## src/rtl/icache_pkg.sv

```systemverilog
// icache_pkg: shared definitions for the set-associative instruction cache.
//   - state_e    : controller states (IDLE lookup, FILL waiting on memory)
//   - DEF_*      : default geometry used by icache_sa and icache_lru_age
//   - log2_f     : ceiling log2 used to derive field widths from the geometry
package icache_pkg;

  typedef enum logic [0:0] {
    IDLE = 1'b0,
    FILL = 1'b1
  } state_e;

  localparam int DEF_ADDR_W = 32'sd30;
  localparam int DEF_SETS   = 32'sd4;
  localparam int DEF_WAYS   = 32'sd2;
  localparam int DEF_WORDS  = 32'sd4;
  localparam int DEF_CNT_W  = 32'sd32;

  // Smallest r with 2**r >= value; geometry values are powers of two.
  function automatic int log2_f(input int value);
    int res;
    res = 32'sd0;
    for (int i = 0; i < 31; i++) begin
      if ((32'sd1 << i) < value) begin
        res = i + 32'sd1;
      end else begin
        res = res;
      end
    end
    return res;
  endfunction

endpackage

```

## src/rtl/icache_lru_age.sv

```systemverilog
// icache_lru_age: true-LRU replacement state, one age per way per set.
//   Age 0 is most recently used, WAYS-1 least recently used; ages of a set
//   always form a permutation of 0..WAYS-1.
// Ports:
//   clk, rst_n          clock, asynchronous active-low reset (age of way w = w)
//   touch_en            make touch_way in touch_set the most recently used
//   touch_set/touch_way set and way being touched
//   query_set           set whose replacement victim is requested
//   inv_mask            invalid ways of query_set (bit w = way w invalid)
//   victim              lowest invalid way, else the way with age WAYS-1
module icache_lru_age
  import icache_pkg::*;
#(
  parameter  int SETS  = DEF_SETS,
  parameter  int WAYS  = DEF_WAYS,
  localparam int IDX_W = log2_f(SETS),
  localparam int AGE_W = log2_f(WAYS)
) (
  input  logic             clk,
  input  logic             rst_n,
  input  logic             touch_en,
  input  logic [IDX_W-1:0] touch_set,
  input  logic [AGE_W-1:0] touch_way,
  input  logic [IDX_W-1:0] query_set,
  input  logic [WAYS-1:0]  inv_mask,
  output logic [AGE_W-1:0] victim
);

  logic [AGE_W-1:0] age_r [SETS][WAYS];
  logic             inv_found_s;
  logic [AGE_W-1:0] inv_way_s;
  logic [AGE_W-1:0] old_way_s;

  // Age update: touched way becomes 0, every younger way ages by one.
  always_ff @(posedge clk or negedge rst_n) begin
    if (!rst_n) begin
      for (int s = 0; s < SETS; s++) begin
        for (int w = 0; w < WAYS; w++) begin
          age_r[s][w] <= AGE_W'(w);
        end
      end
    end else if (touch_en) begin
      for (int w = 0; w < WAYS; w++) begin
        if (AGE_W'(w) == touch_way) begin
          age_r[touch_set][w] <= '0;
        end else if (age_r[touch_set][w] < age_r[touch_set][touch_way]) begin
          age_r[touch_set][w] <= age_r[touch_set][w] + 1'b1;
        end else begin
          age_r[touch_set][w] <= age_r[touch_set][w];
        end
      end
    end
  end

  // Victim selection: an empty way is always preferred over evicting a line.
  always_comb begin
    inv_found_s = 1'b0;
    inv_way_s   = '0;
    old_way_s   = '0;
    for (int w = 0; w < WAYS; w++) begin
      if (!inv_found_s && inv_mask[w]) begin
        inv_found_s = 1'b1;
        inv_way_s   = AGE_W'(w);
      end else begin
        inv_found_s = inv_found_s;
      end
      if (age_r[query_set][w] == AGE_W'(WAYS - 1)) begin
        old_way_s = AGE_W'(w);
      end else begin
        old_way_s = old_way_s;
      end
    end
    if (inv_found_s) begin
      victim = inv_way_s;
    end else begin
      victim = old_way_s;
    end
  end

endmodule

```

## src/rtl/icache_sa.sv

```systemverilog
// icache_sa: N-way set-associative read-only instruction cache.
//   Hits are served combinationally in IDLE; a miss latches the line address
//   and victim way, then FILL waits for one line-wide memory response.
// Ports:
//   clk, proc_reset_n             clock, asynchronous active-low reset
//   proc_read, proc_addr          fetch request and word address
//   proc_rdata, proc_stall        fetched word, request not served this cycle
//   flush                         pulse: invalidate every line (fence.i)
//   mem_read, mem_addr            line read request and line address {tag,set}
//   mem_rdata, mem_ready          returned line (word 0 in [31:0]) and its strobe
//   hit_cnt, miss_cnt             wrapping hit / miss counters
module icache_sa
  import icache_pkg::*;
#(
  parameter  int ADDR_W   = DEF_ADDR_W,
  parameter  int SETS     = DEF_SETS,
  parameter  int WAYS     = DEF_WAYS,
  parameter  int WORDS    = DEF_WORDS,
  parameter  int CNT_W    = DEF_CNT_W,
  localparam int OFF_W    = log2_f(WORDS),
  localparam int IDX_W    = log2_f(SETS),
  localparam int TAG_W    = ADDR_W - IDX_W - OFF_W,
  localparam int LINE_W   = 32 * WORDS,
  localparam int AGE_W    = log2_f(WAYS),
  localparam int LINE_A_W = ADDR_W - OFF_W
) (
  input  logic                clk,
  input  logic                proc_reset_n,
  input  logic                proc_read,
  input  logic [ADDR_W-1:0]   proc_addr,
  output logic [31:0]         proc_rdata,
  output logic                proc_stall,
  input  logic                flush,
  output logic                mem_read,
  output logic [LINE_A_W-1:0] mem_addr,
  input  logic [LINE_W-1:0]   mem_rdata,
  input  logic                mem_ready,
  output logic [CNT_W-1:0]    hit_cnt,
  output logic [CNT_W-1:0]    miss_cnt
);

  state_e              state_r;
  state_e              state_nxt_s;
  logic [WAYS-1:0]     valid_r [SETS];
  logic [TAG_W-1:0]    tag_r   [SETS][WAYS];
  logic [LINE_W-1:0]   data_r  [SETS][WAYS];
  logic [LINE_A_W-1:0] miss_line_r;
  logic [AGE_W-1:0]    victim_r;
  logic                flush_pending_r;

  logic [TAG_W-1:0]    req_tag_s;
  logic [IDX_W-1:0]    req_set_s;
  logic [OFF_W-1:0]    req_off_s;
  logic [IDX_W-1:0]    fill_set_s;
  logic [TAG_W-1:0]    fill_tag_s;
  logic                hit_s;
  logic [AGE_W-1:0]    hit_way_s;
  logic [LINE_W-1:0]   hit_line_s;
  logic                lookup_hit_s;
  logic                miss_s;
  logic                fill_done_s;
  logic                clear_all_s;
  logic [AGE_W-1:0]    victim_s;
  logic                touch_en_s;
  logic [IDX_W-1:0]    touch_set_s;
  logic [AGE_W-1:0]    touch_way_s;

  assign req_off_s  = proc_addr[OFF_W-1:0];
  assign req_set_s  = proc_addr[OFF_W+IDX_W-1:OFF_W];
  assign req_tag_s  = proc_addr[ADDR_W-1:OFF_W+IDX_W];
  assign fill_set_s = miss_line_r[IDX_W-1:0];
  assign fill_tag_s = miss_line_r[LINE_A_W-1:IDX_W];

  // Tag compare across all ways of the addressed set and word select.
  always_comb begin
    hit_s     = 1'b0;
    hit_way_s = '0;
    for (int w = 0; w < WAYS; w++) begin
      if (valid_r[req_set_s][w] && (tag_r[req_set_s][w] == req_tag_s)) begin
        hit_s     = 1'b1;
        hit_way_s = AGE_W'(w);
      end else begin
        hit_s = hit_s;
      end
    end
    hit_line_s = data_r[req_set_s][hit_way_s];
    proc_rdata = hit_line_s[{req_off_s, 5'b00000} +: 32];
  end

  // Controller next state and handshake outputs.
  always_comb begin
    state_nxt_s  = state_r;
    proc_stall   = 1'b0;
    mem_read     = 1'b0;
    mem_addr     = proc_addr[ADDR_W-1:OFF_W];
    lookup_hit_s = 1'b0;
    miss_s       = 1'b0;
    fill_done_s  = 1'b0;
    case (state_r)
      IDLE: begin
        if (proc_read && hit_s) begin
          lookup_hit_s = 1'b1;
        end else if (proc_read) begin
          proc_stall  = 1'b1;
          miss_s      = 1'b1;
          state_nxt_s = FILL;
        end else begin
          proc_stall = 1'b0;
        end
      end
      FILL: begin
        proc_stall = 1'b1;
        mem_addr   = miss_line_r;
        mem_read   = ~mem_ready;
        if (mem_ready) begin
          fill_done_s = 1'b1;
          state_nxt_s = IDLE;
        end else begin
          fill_done_s = 1'b0;
        end
      end
      default: begin
        proc_stall  = proc_read;
        state_nxt_s = IDLE;
      end
    endcase
  end

  // A flush seen during FILL (now or earlier) also wipes the line being written.
  assign clear_all_s = ((state_r == IDLE) && flush) ||
                       (fill_done_s && (flush || flush_pending_r));

  // Control state, miss latch, flush tracking, valid bits and counters.
  always_ff @(posedge clk or negedge proc_reset_n) begin
    if (!proc_reset_n) begin
      state_r         <= IDLE;
      miss_line_r     <= '0;
      victim_r        <= '0;
      flush_pending_r <= 1'b0;
      hit_cnt         <= '0;
      miss_cnt        <= '0;
      for (int s = 0; s < SETS; s++) begin
        valid_r[s] <= '0;
      end
    end else begin
      state_r <= state_nxt_s;
      if (miss_s) begin
        miss_line_r <= proc_addr[ADDR_W-1:OFF_W];
        victim_r    <= victim_s;
        miss_cnt    <= miss_cnt + 1'b1;
      end
      if (lookup_hit_s) begin
        hit_cnt <= hit_cnt + 1'b1;
      end
      if (fill_done_s) begin
        flush_pending_r <= 1'b0;
      end else if ((state_r == FILL) && flush) begin
        flush_pending_r <= 1'b1;
      end
      if (clear_all_s) begin
        for (int s = 0; s < SETS; s++) begin
          valid_r[s] <= '0;
        end
      end else if (fill_done_s) begin
        valid_r[fill_set_s][victim_r] <= 1'b1;
      end
    end
  end

  // Line storage; tags and data need no reset because valid gates them.
  always_ff @(posedge clk) begin
    if (fill_done_s) begin
      tag_r[fill_set_s][victim_r]  <= fill_tag_s;
      data_r[fill_set_s][victim_r] <= mem_rdata;
    end
  end

  // Hits and fills are mutually exclusive, so one touch port suffices.
  assign touch_en_s  = lookup_hit_s | fill_done_s;
  assign touch_set_s = fill_done_s ? fill_set_s : req_set_s;
  assign touch_way_s = fill_done_s ? victim_r   : hit_way_s;

  icache_lru_age #(
    .SETS (SETS),
    .WAYS (WAYS)
  ) u_lru (
    .clk       (clk),
    .rst_n     (proc_reset_n),
    .touch_en  (touch_en_s),
    .touch_set (touch_set_s),
    .touch_way (touch_way_s),
    .query_set (req_set_s),
    .inv_mask  (~valid_r[req_set_s]),
    .victim    (victim_s)
  );

endmodule

```

## config.mk

```make
export PLATFORM = sky130hd
export DESIGN_NAME = icache_sa
export DESIGN_NICKNAME = d
export VERILOG_FILES = /design/src/rtl/icache_pkg.sv /design/src/rtl/icache_lru_age.sv /design/src/rtl/icache_sa.sv
export SDC_FILE = /design/constraint.sdc
export NUM_CORES = 1
export LEC_CHECK = 0
export CORE_MARGIN = 4
export CORE_UTILIZATION = 54
export CTS_CLUSTER_DIAMETER = 80
export CTS_CLUSTER_SIZE = 24
export DETAILED_ROUTE_END_ITERATION = 10
export GPL_TIMING_DRIVEN = 0
export PLACE_DENSITY_LB_ADDON = 0.05
export SYNTH_ARGS = -nofsm -noshare
export SYNTH_HDL_FRONTEND = slang
export SYNTH_SLANG_ARGS = --single-unit
```

## constraint.sdc

```tcl
create_clock -name clk -period 12.5 [get_ports clk]
set_clock_uncertainty 0.1 [all_clocks]
set_input_delay 1.875 -clock clk [delete_from_list [all_inputs] [get_ports clk]]
set_output_delay 1.875 -clock clk [all_outputs]
set_load 0.02 [all_outputs]
```

---- Word-level counts from Yosys, hierarchy flattened ----
Memory sizes are Yosys's and may differ from the RTL's.
Cells that the tools add are included.
cells by class
  equality and inequality tests ........... 2
  multiply operators ...................... 0
  div/mod/pow operators ................... 0
  muxes and demuxes ....................... 65
  magnitude comparators ................... 13
  shifts and indexed selects .............. 1
  reduce and logical (&&, ||, !) cells .... 16
  add/sub/neg operators ................... 4
  bitwise gates (word level) .............. 15
operators with widths
  cell                   number
  $mux 128               4
  $mux 256               1
  $demux 128 s1          1
  $shiftx 128x8->32      1
  $add 32x1->32 const B  2
  $mux 8                 7
  $eq 26x26->1           2
  $mux 52                1
  $bwmux 8               4
  $mux 1                 28
  $mux 28                1
  $demux 26 s1           1
  $mux 26                1
  $and 8x8->8            2
  $not 8->8              2
  $mux 2                 7
  $bmux 2 s2             3
  $demux 2 s2            3
  $logic_and 1x1->1      11
  $ge 3x3->1 const B     3
  $not 2->3              3
  $or 8x8->8             1
  $ge 2x2->1 const B     3
  $lt 3x1->1 const B     2
  14 further kinds       22
word-level totals
  latch bits .............................. 0
  output and inout bits ................... 126
  memories ................................ 2
  bits in writable memories ............... 1232
  memory bits (read-only) ................. 0
  logic and storage cells ................. 136
  register bits ........................... 111
memories
  memory  depth  bits a word  rd ports  clocked after Yosys merged registers in  wr ports  line             text
  data_r  4      256          1         0                                        1         icache_sa.sv:46  logic [LINE_W-1:0] data_r [SETS][WAYS];
  tag_r   4      52           1         0                                        1         icache_sa.sv:45  logic [TAG_W-1:0] tag_r [SETS][WAYS];

---- Depth between registers and ports, before layout ----
  word-level depth ........................ 18
  depth in mapped cells ................... 14

---- Hierarchy ----
From an unflattened synthesis, not the netlist that was laid out.
unflattened totals
  cell total of the unflattened synthesis .. 2722
  area, all modules ....................... 52833.2 µm²
modules (own cells, without submodules)
  module          area each (µm²)  instances  cells an instance
  icache_sa       52376.5          1          2686
  icache_lru_age  456.7            1          36

---- Worst setup path after synthesis ----
No wires, ideal clock.
  kind .................................... input to register
  from .................................... in mem_ready
  to ...................................... mem data_r[0][128] in the netlist's numbering (enable)
  required time ........................... 11.544 ns
  data arrival time ....................... 12.831 ns
  setup time .............................. 0.856 ns
  stages .................................. 4
  slack ................................... -1.286 ns
  cells stage by stage .................... and2_1 clkbuf_1 nand2b_1 nor3_1
between the ends
  longest elaborated chain between the ends .. 4
RTL lines
  what                            line              text
  start: declaration              icache_sa.sv:37   input logic mem_ready,
  $mux 1                          icache_sa.sv:115  if (mem_ready) begin
  $mux 1                          icache_sa.sv:99   case (state_r)
  $mux 1                          icache_sa.sv:172  if (fill_done_s) begin
  $mux 256 (implied by the code)  icache_sa.sv:174  data_r[fill_set_s][victim_r] <= mem_rdata;
  end: declaration                icache_sa.sv:46
Every way passes these cells.

---- Final worst setup path ----
  from .................................... in proc_addr[2]
  to ...................................... out proc_rdata[5]
between the ends
  longest elaborated chain between the ends .. 11
RTL lines
  what                                                                  line             text
  start: declaration                                                    icache_sa.sv:30  input logic [ADDR_W-1:0] proc_addr,
  parallel branches: the longest is 7 deep, another holds $mem_v2 4x52  n/a
  $mux 128 (implied by the code) * (3 in series)                        icache_sa.sv:86  hit_line_s = data_r[req_set_s][hit_way_s];
  $shiftx 128x8->32 *                                                   icache_sa.sv:87  proc_rdata = hit_line_s[{req_off_s, 5'b00000} +: 32];
  end: declaration                                                      icache_sa.sv:31  output logic [31:0] proc_rdata,
Every way passes the cells marked *. The select of a mux whose other input is x is not followed.

==> out/metrics.yaml <==
status:
  status: "complete, no violations"
min_path:
  min_path_cells: 1
  hold_path.startpoint: "miss_cnt[31]"
  hp-class: "flip-flop to flip-flop"
  worstHoldEndpoint: "miss_cnt[31]"
worst_setup_path:
  worstPathMaxFanout: 11
  ff2ff_path_depth: 9
  critPathMostFrequentCell: "buf_4"
  crit_path_start_kind: "input port"
  slowest_stage: "clkbuf_1"
  path_class: "input port to output pin"
  required_ns: 10.52
  cp.arrival_ns: 6.75
  reg2reg_to: "data_r[0][153]"
  rr_startpoint: "state_r"
  critPathTopFamily: "buffers and inverters"
  critical_path_buf_inv_count: 8
  cpPeakStageDelay_ns: 0.78
  end_kind: "output pin"
  crit_chain: "buf_4, buf_4, buf_6, buf_4, buf_2, clkbuf_1, buf_2, mux4_2, nor2_1, mux2i_1, and4_1, clkdlybuf4s50_1"
  rrSetupSlack_ns: 8.94
clock_network:
  post_cts_buffers: 0
  cts_buffer_depth: 3
  clkSlewWorstSetupHoldPaths_ns: 0.09
  ctsHoldBuffers: 0
  cts_resized: 0
  cts.sinks: 1343
  htreeDepth: 3
  cts_made_buffers: 67
  clkLatencyLatePin_ns: 0.65
  tritoncts: "done"
  cts_root_buffer: "clkbuf_16"
timing:
  grt_setup_unrepaired: "no"
  hold_violations: 0
  final.setup.worst_slack_ns: 3.77
  tns_ns: 0
  post-route-period-util_pct: 69.8
  max_freq_mhz: 115
  worstMarginPinSlew_ns: 0.986
  setup_violations: 0
  finalCriticalPeriod_ns: 8.73
  finalMaxSlewViolations: 0
  slew_headroom_pct: 34.3
route:
  antenna_left: 0
  drt-initial-drc-count: 2663
  viasPerCell: 6.12
  wl_per_cell_um: 29.9
  firstDrtPassIters: 7
  totalWireLength_um: 134000
  drc: 0
  via_count: 27500
pwr:
  vdd_drop_max_mv: 0.115
  power_density_mw_per_mm2: 143
  seqPwrFrac_pct: 60.4
  internal-power_mw: 6.75
  p_comb_share_pct: 11.5
  power_switching_share_pct: 23.3
  p_leak_nw: 21.0
  switchingPower_mw: 2.06
  pwr-share-clk_pct: 28.1
  totalPowerFinal_mw: 8.80
yosys:
  synth_most_common_cell: "edfxtp_1"
  yosysTopAreaCell: "edfxtp_1"
  avgSynthCellArea_um2: 19.6
  seq_area_frac_synth_pct: 74.1
  synthArstFlopShare_pct: 8.27
  yosysWarnings: 0
  synth.cell_area_mm2: 0.0536
  synth_top_area_share_pct: 69.0
  synth_ff_type: "edfxtp_1"
  synth_edf_count: 1232
  syn-num-nets: 2907
  synth_seq_cells: 1343
  synthTopCellsByArea: "edfxtp_1 (69%), mux4_2 (12%), dfrtp_1 (5.0%)"
  syn-instance-count: 2742
  synth_commonest_cells: "edfxtp_1 (1,232), nor2_1 (306), mux4_2 (295)"
  synth_cell_type_count: 61
floorplanning:
  core_area_mm2: 0.0984
  die_w_um: 323
  io_pins: 289
  die_h_um: 323
  rows: 115
  dieArea_mm2: 0.104
  initial_core_util_pct: 54.5
grt:
  grt_max_degree: 91
  track_usage_pct: 26.0
  grt_pass1_vias: 28100
  antenna_found_initial: 28
  grt_pass1_wl_um: 194000
  overflow: 0
finish:
  fin_nets: 3329
  area_growth_pct: 15.1
  n_fill_cell: 6954
  layout-drive-gt1-share_pct: 18.1
  finalNonFillerCells: 4499
placed_design:
  gp_congestion: 0.887
  placed_cells: 4382
  dp_hpwl_um: 94400
  place_ws_ns: 3.76
  io_buffers: 283
job:
  max-cap-violations: 0
## worst register-to-register path: cells and delay by family (launching register included)
family,cells,cell delay [ns]
buf+inv,6,1.42
simple gates,3,1.40
flops,1,0.35
## metrics by stage
stage	hold WS [ns]	instance area [µm²]	util, %
floorplan	0.357	53700	-
global placement	0.361	58100	59.0
detailed placement	0.378	59700	60.7
CTS	0.394	61700	62.7
global route	0.412	61700	62.7
finish	0.386	61700	62.7
## cell families (layout without fill, tap and decap cells)
group / Yosys count / in the layout / share of synthesized area [%]
flip-flops: 1343 / 1343 / 74.1
XOR/XNOR: 105 / 105 / 1.71
other: 0 / 20 / 0
AND/OR/NAND/NOR: 524 / 524 / 4.74
adder cells (fa/ha/maj): 2 / 2 / 0.0466
AO/OA/AOI/OAI: 79 / 79 / 0.987
multiplexers: 525 / 525 / 16.8
buffers and inverters: 164 / 614 / 1.53
## placed cells by master (no fill, tap or decap), drive strengths merged, types with 6 or more instances in the layout
| master | n |
|---|---|
| a21oi | 22 |
| and2 | 7 |
| and3 | 20 |
| and4 | 34 |
| buf | 154 |
| clkbuf | 147 |
| clkdlybuf4s50 | 282 |
| dfrtp | 107 |
| diode | 20 |
| edfxtp | 1232 |
| inv | 24 |
| mux2 | 55 |
| mux2i | 175 |
| mux4 | 295 |
| nand2 | 34 |
| nand2b | 7 |
| nand3 | 33 |
| nand4 | 19 |
| nor2 | 306 |
| nor2b | 6 |
| nor3 | 30 |
| nor4 | 20 |
| o21ai | 19 |
| o22ai | 8 |
| xnor2 | 51 |
| xor2 | 54 |
## power by group through the flow
stage	clock, mW	combinational (mW)	sequential [mW]
2_1_floorplan	0	0.508	5.43
3_3_place_gp	0	0.920	5.51
3_5_place_dp	0	1.02	5.42
4_1_cts	2.53	1.02	5.32
5_1_grt	2.70	1.08	5.34
6_report	2.47	1.01	5.32
## routing by layer
metal	wire length (µm)	GRT usage, %	up-vias
li1	-	-	11800
met1	53100	35.1	14600
met2	67400	43.0	955
met3	9720	5.49	174
met4	3990	8.09	18
met5	131	0	-
## state kept, by name, indices dropped and copies added (netlist names)
register / count
data_r: 1024
flush_pending_r: 1
hit_cnt: 32
miss_cnt: 32
miss_line_r: 28
state_r: 1
tag_r: 208
u_lru.age_r: 8
valid_r: 8
victim_r: 1
## area by class of cell
cell class	count	area [µm²]	area share, %
sequential	1343	39800	64.4
multi-input combinational	1235	13100	21.2
timing repair buffer	353	4380	7.09
clock buffer	87	1850	2.99
tap	1287	1610	2.61
buffer	143	744	1.21
clock inverter	10	145	0.235
inverter	21	78.8	0.128
antenna	20	50.0	0.0811
## worst max-delay path by stage
stage / startpoint / endpoint / slack (ns) / cells past startpoint
after floorplan: mem_ready / data_r[3][128] / 2.85 / 4
after global placement: mem_ready / data_r[3][212] / -5.06 / 5
after detailed placement: proc_addr[2] / proc_rdata[5] / 3.76 / 12
after CTS: proc_addr[2] / proc_rdata[5] / 3.73 / 12
after global routing: proc_addr[2] / proc_rdata[5] / 3.53 / 12
final: proc_addr[2] / proc_rdata[5] / 3.77 / 12
Power figures use the tool's default switching activity.
==> RTL edit, RTL diff (same settings) <==
Put one more register stage on the output `hit_cnt`. The value now appears one clock later. The other outputs are not delayed to match.
--- a/src/rtl/icache_sa.sv
+++ b/src/rtl/icache_sa.sv
@@ -39,6 +39,8 @@
   output logic [CNT_W-1:0]    miss_cnt
 );
 
+  logic [CNT_W-1:0] hit_cnt_s0;
+
   state_e              state_r;
   state_e              state_nxt_s;
   logic [WAYS-1:0]     valid_r [SETS];
@@ -137,7 +139,7 @@
       miss_line_r     <= '0;
       victim_r        <= '0;
       flush_pending_r <= 1'b0;
-      hit_cnt         <= '0;
+      hit_cnt_s0      <= '0;
       miss_cnt        <= '0;
       for (int s = 0; s < SETS; s++) begin
         valid_r[s] <= '0;
@@ -150,7 +152,7 @@
         miss_cnt    <= miss_cnt + 1'b1;
       end
       if (lookup_hit_s) begin
-        hit_cnt <= hit_cnt + 1'b1;
+        hit_cnt_s0 <= hit_cnt_s0 + 1'b1;
       end
       if (fill_done_s) begin
         flush_pending_r <= 1'b0;
@@ -194,5 +196,9 @@
     .victim    (victim_s)
   );
 
+  always_ff @(posedge clk) begin
+    hit_cnt <= hit_cnt_s0;
+  end
+
 endmodule
 
Behaviour: not the same (a bounded check fails within 4 cycles, from zero or initial values and one cycle with proc_reset_n low).
==> RTL edit against the unedited design <==
  * Die area decreased by 0.41%
  * Critical path type unchanged
  * Sequential share of layout area increased by 1.2 points
  * Wire length decreased by 3.7%
  * Critical path depth decreased by 2
  * Combinational power increased by 6%
  * Sequential cell count increased by 32
  * Worst setup slack improved by 0.085 ns
  * Worst hold slack got worse by 0.069 ns
  * First-iteration DRC count decreased by 5.3%
  * Total power increased by 1.9%
  * Cell area decreased by 0.32%
  * Global-route usage decreased by 0.77 points
  * Area after synthesis decreased by 0.42%
  * Largest power group unchanged
==> RTL edit: results (changes against the unedited design) <==
Synth
  – Adder-cell area share of the yosys netlist: 0.04684% (+0.00020 points)
  – Syn_nets: 2763 (-5.0%)
  – Synth cell count leaders: 1232 x edfxtp_1, 291 x mux4_2, 174 x mux2i_1
  – Compound-Gate Fraction of Synth Area: 0.9322% (-0.054 points)
  – Register area share after synthesis: 75.66% (+1.5 points)
  – Post-synthesis xor/xnor area fraction: 1.853% (+0.14 points)
  – Mux cell area share after synthesis: 16.62% (-0.20 points)

Global routing
  – Vias in the first global route: 27.13k (-3.5%)
  – Initial antenna violation count: 24 (-14%)
  – Largest net degree at the start of global routing: 96 (+5.5%)
  – First-pass GRT wire length: 188300 um (-3.2%)
  – GRT Total Usage: 25.19% (-0.77 points)

Routing
  – DRT iter0 DRCs: 2522 (-5.3%)
  – DRT Pass-1 Iters: 5 (-2)
  – Detailed Route WL: 129400 um (-3.7%)
  – DR vias/cell: 6.084 (-0.55%)

Power and ir drop
  – Max IR drop VDD: 0.1432 mV (+24%)
  – Psw: 2.101 mW (+2.2%)
  – Leak: 20.62 nW (-2.0%)

Cells and area
  – Share of layout cells above drive strength 1: 18.07% (-0.033 points)
  – Fillers: 6772 (-2.6%)

Timing
  – Relative slew margins: 17.13% (-17 points)

Clock network
  – Cts bufs inserted: 68 (+1.5%)

Hold path
  – Cells on Worst Hold Path: 0 (-1)
  – Hold Path End: hit_cnt[31]
  – Min-delay src: hit_cnt_s0[31]

Placement
  – Pre-CTS WS: 3.806 ns (+0.04549 ns)
  – Count of input and output buffers: 284 (+0.35%)
  – Post-DP HPWL: 89740 um (-4.9%)
  – Post-placement cell area: 59540 um2 (-0.28%)
  – GPL Wtd Cong: 0.8658 (-2.4%)

Run status
  – Outcome: finished, final reports clean

Critical path
  – Critical path data arrival time: 6.67 ns (-0.08 ns)
  – R2R Path Start: tag_r[3][48]
  – Reg2reg setup slack: 9.09 ns (+0.15 ns)
  – Crit Path Max Fanout: 10 (-1)
  – Critical path's largest stage delay: 0.79 ns
  – Worst reg2reg path depth: 8 (-1)
  – Worst r2r dst: miss_line_r[27]
[RTL edit: cell count changes in the layout (fill, tap and decap cells not counted), sizes merged, moves of 12 or more]
cell and change:
buf -24, clkbuf +18, dfxtp +32, nand2 +138, nor2 -269, nor3 -12
xnor2 +19
[RTL edit: cell type report]
type	instances	area, um2	area share [%]
antenna	13	32.53	0.05285
inverter	21	78.83	0.1281
clock buffer	95	1919	3.118
tap	1287	1610	2.616
timing repair buffer	355	4438	7.211
clock inverter	6	60.06	0.09758
multi-input combinational	1074	12330	20.03
buffer	128	664.4	1.079
sequential	1375	40420	65.67
[RTL edit: through the flow]
step / power [mW] / utilization (%) / std cells / hold WS, ns
6_report: 8.975 / 62.63 / 4354 / 0.3162
4_1_cts: 9.048 / 62.59 / 4341 / 0.3194
3_5_place_dp: 6.624 / 60.58 / 4240 / 0.2901
3_3_place_gp: 6.596 / 58.90 / 4169 / 0.2793
5_1_grt: 9.304 / 62.60 / 4342 / 0.3430
2_1_floorplan: 6.085 / - / 2598 / 0.2664
[RTL edit: worst max-delay path by stage]
stage / start / cells past startpoint / end / slack [ns]
final: proc_addr[3] / 10 / proc_rdata[21] / 3.86
after global routing: proc_addr[3] / 10 / proc_rdata[21] / 3.71
after CTS: proc_addr[3] / 10 / proc_rdata[21] / 3.80
after detailed placement: proc_addr[3] / 10 / proc_rdata[21] / 3.81
after global placement: mem_ready / 5 / data_r[1][155] / -5.13
after floorplan: mem_ready / 4 / data_r[3][0] / 2.92
[RTL edit: kinds of logic (layout without fill, tap and decap cells)]
kind of cell,after synthesis,count (layout)
AOI/OAI and AO/OA,69,69
adders and majority gates,2,2
buffers and inverters,149,605
other,0,13
xor gates and xnor gates,113,113
DFF,1375,1375
and+or+nand+nor,373,373
muxes,517,517
[RTL edit: routing by layer]
| metal | up-vias | wire length, um | track usage [%] |
|---|---|---|---|
| met5 | - | 154 | 0 |
| met4 | 24 | 2480 | 5.687 |
| met3 | 164 | 9201 | 5.289 |
| met2 | 864 | 66750 | 43.38 |
| met1 | 14120 | 50840 | 33.59 |
| li1 | 11320 | - | - |
[RTL edit: worst max-delay path, delay by kind of cell]
family / cells / cell delay (ns)
buffers and inverters: 6 / 3.65
muxes: 2 / 0.81
and+or+nand+nor: 2 / 0.31
[RTL edit: power by group through the flow]
stage	combinational, mW	clock [mW]	sequential, mW
3_5_place_dp	1.08	0	5.55
4_1_cts	1.08	2.52	5.44
5_1_grt	1.13	2.70	5.47
3_3_place_gp	0.965	0	5.63
2_1_floorplan	0.516	0	5.57
6_report	1.07	2.47	5.44
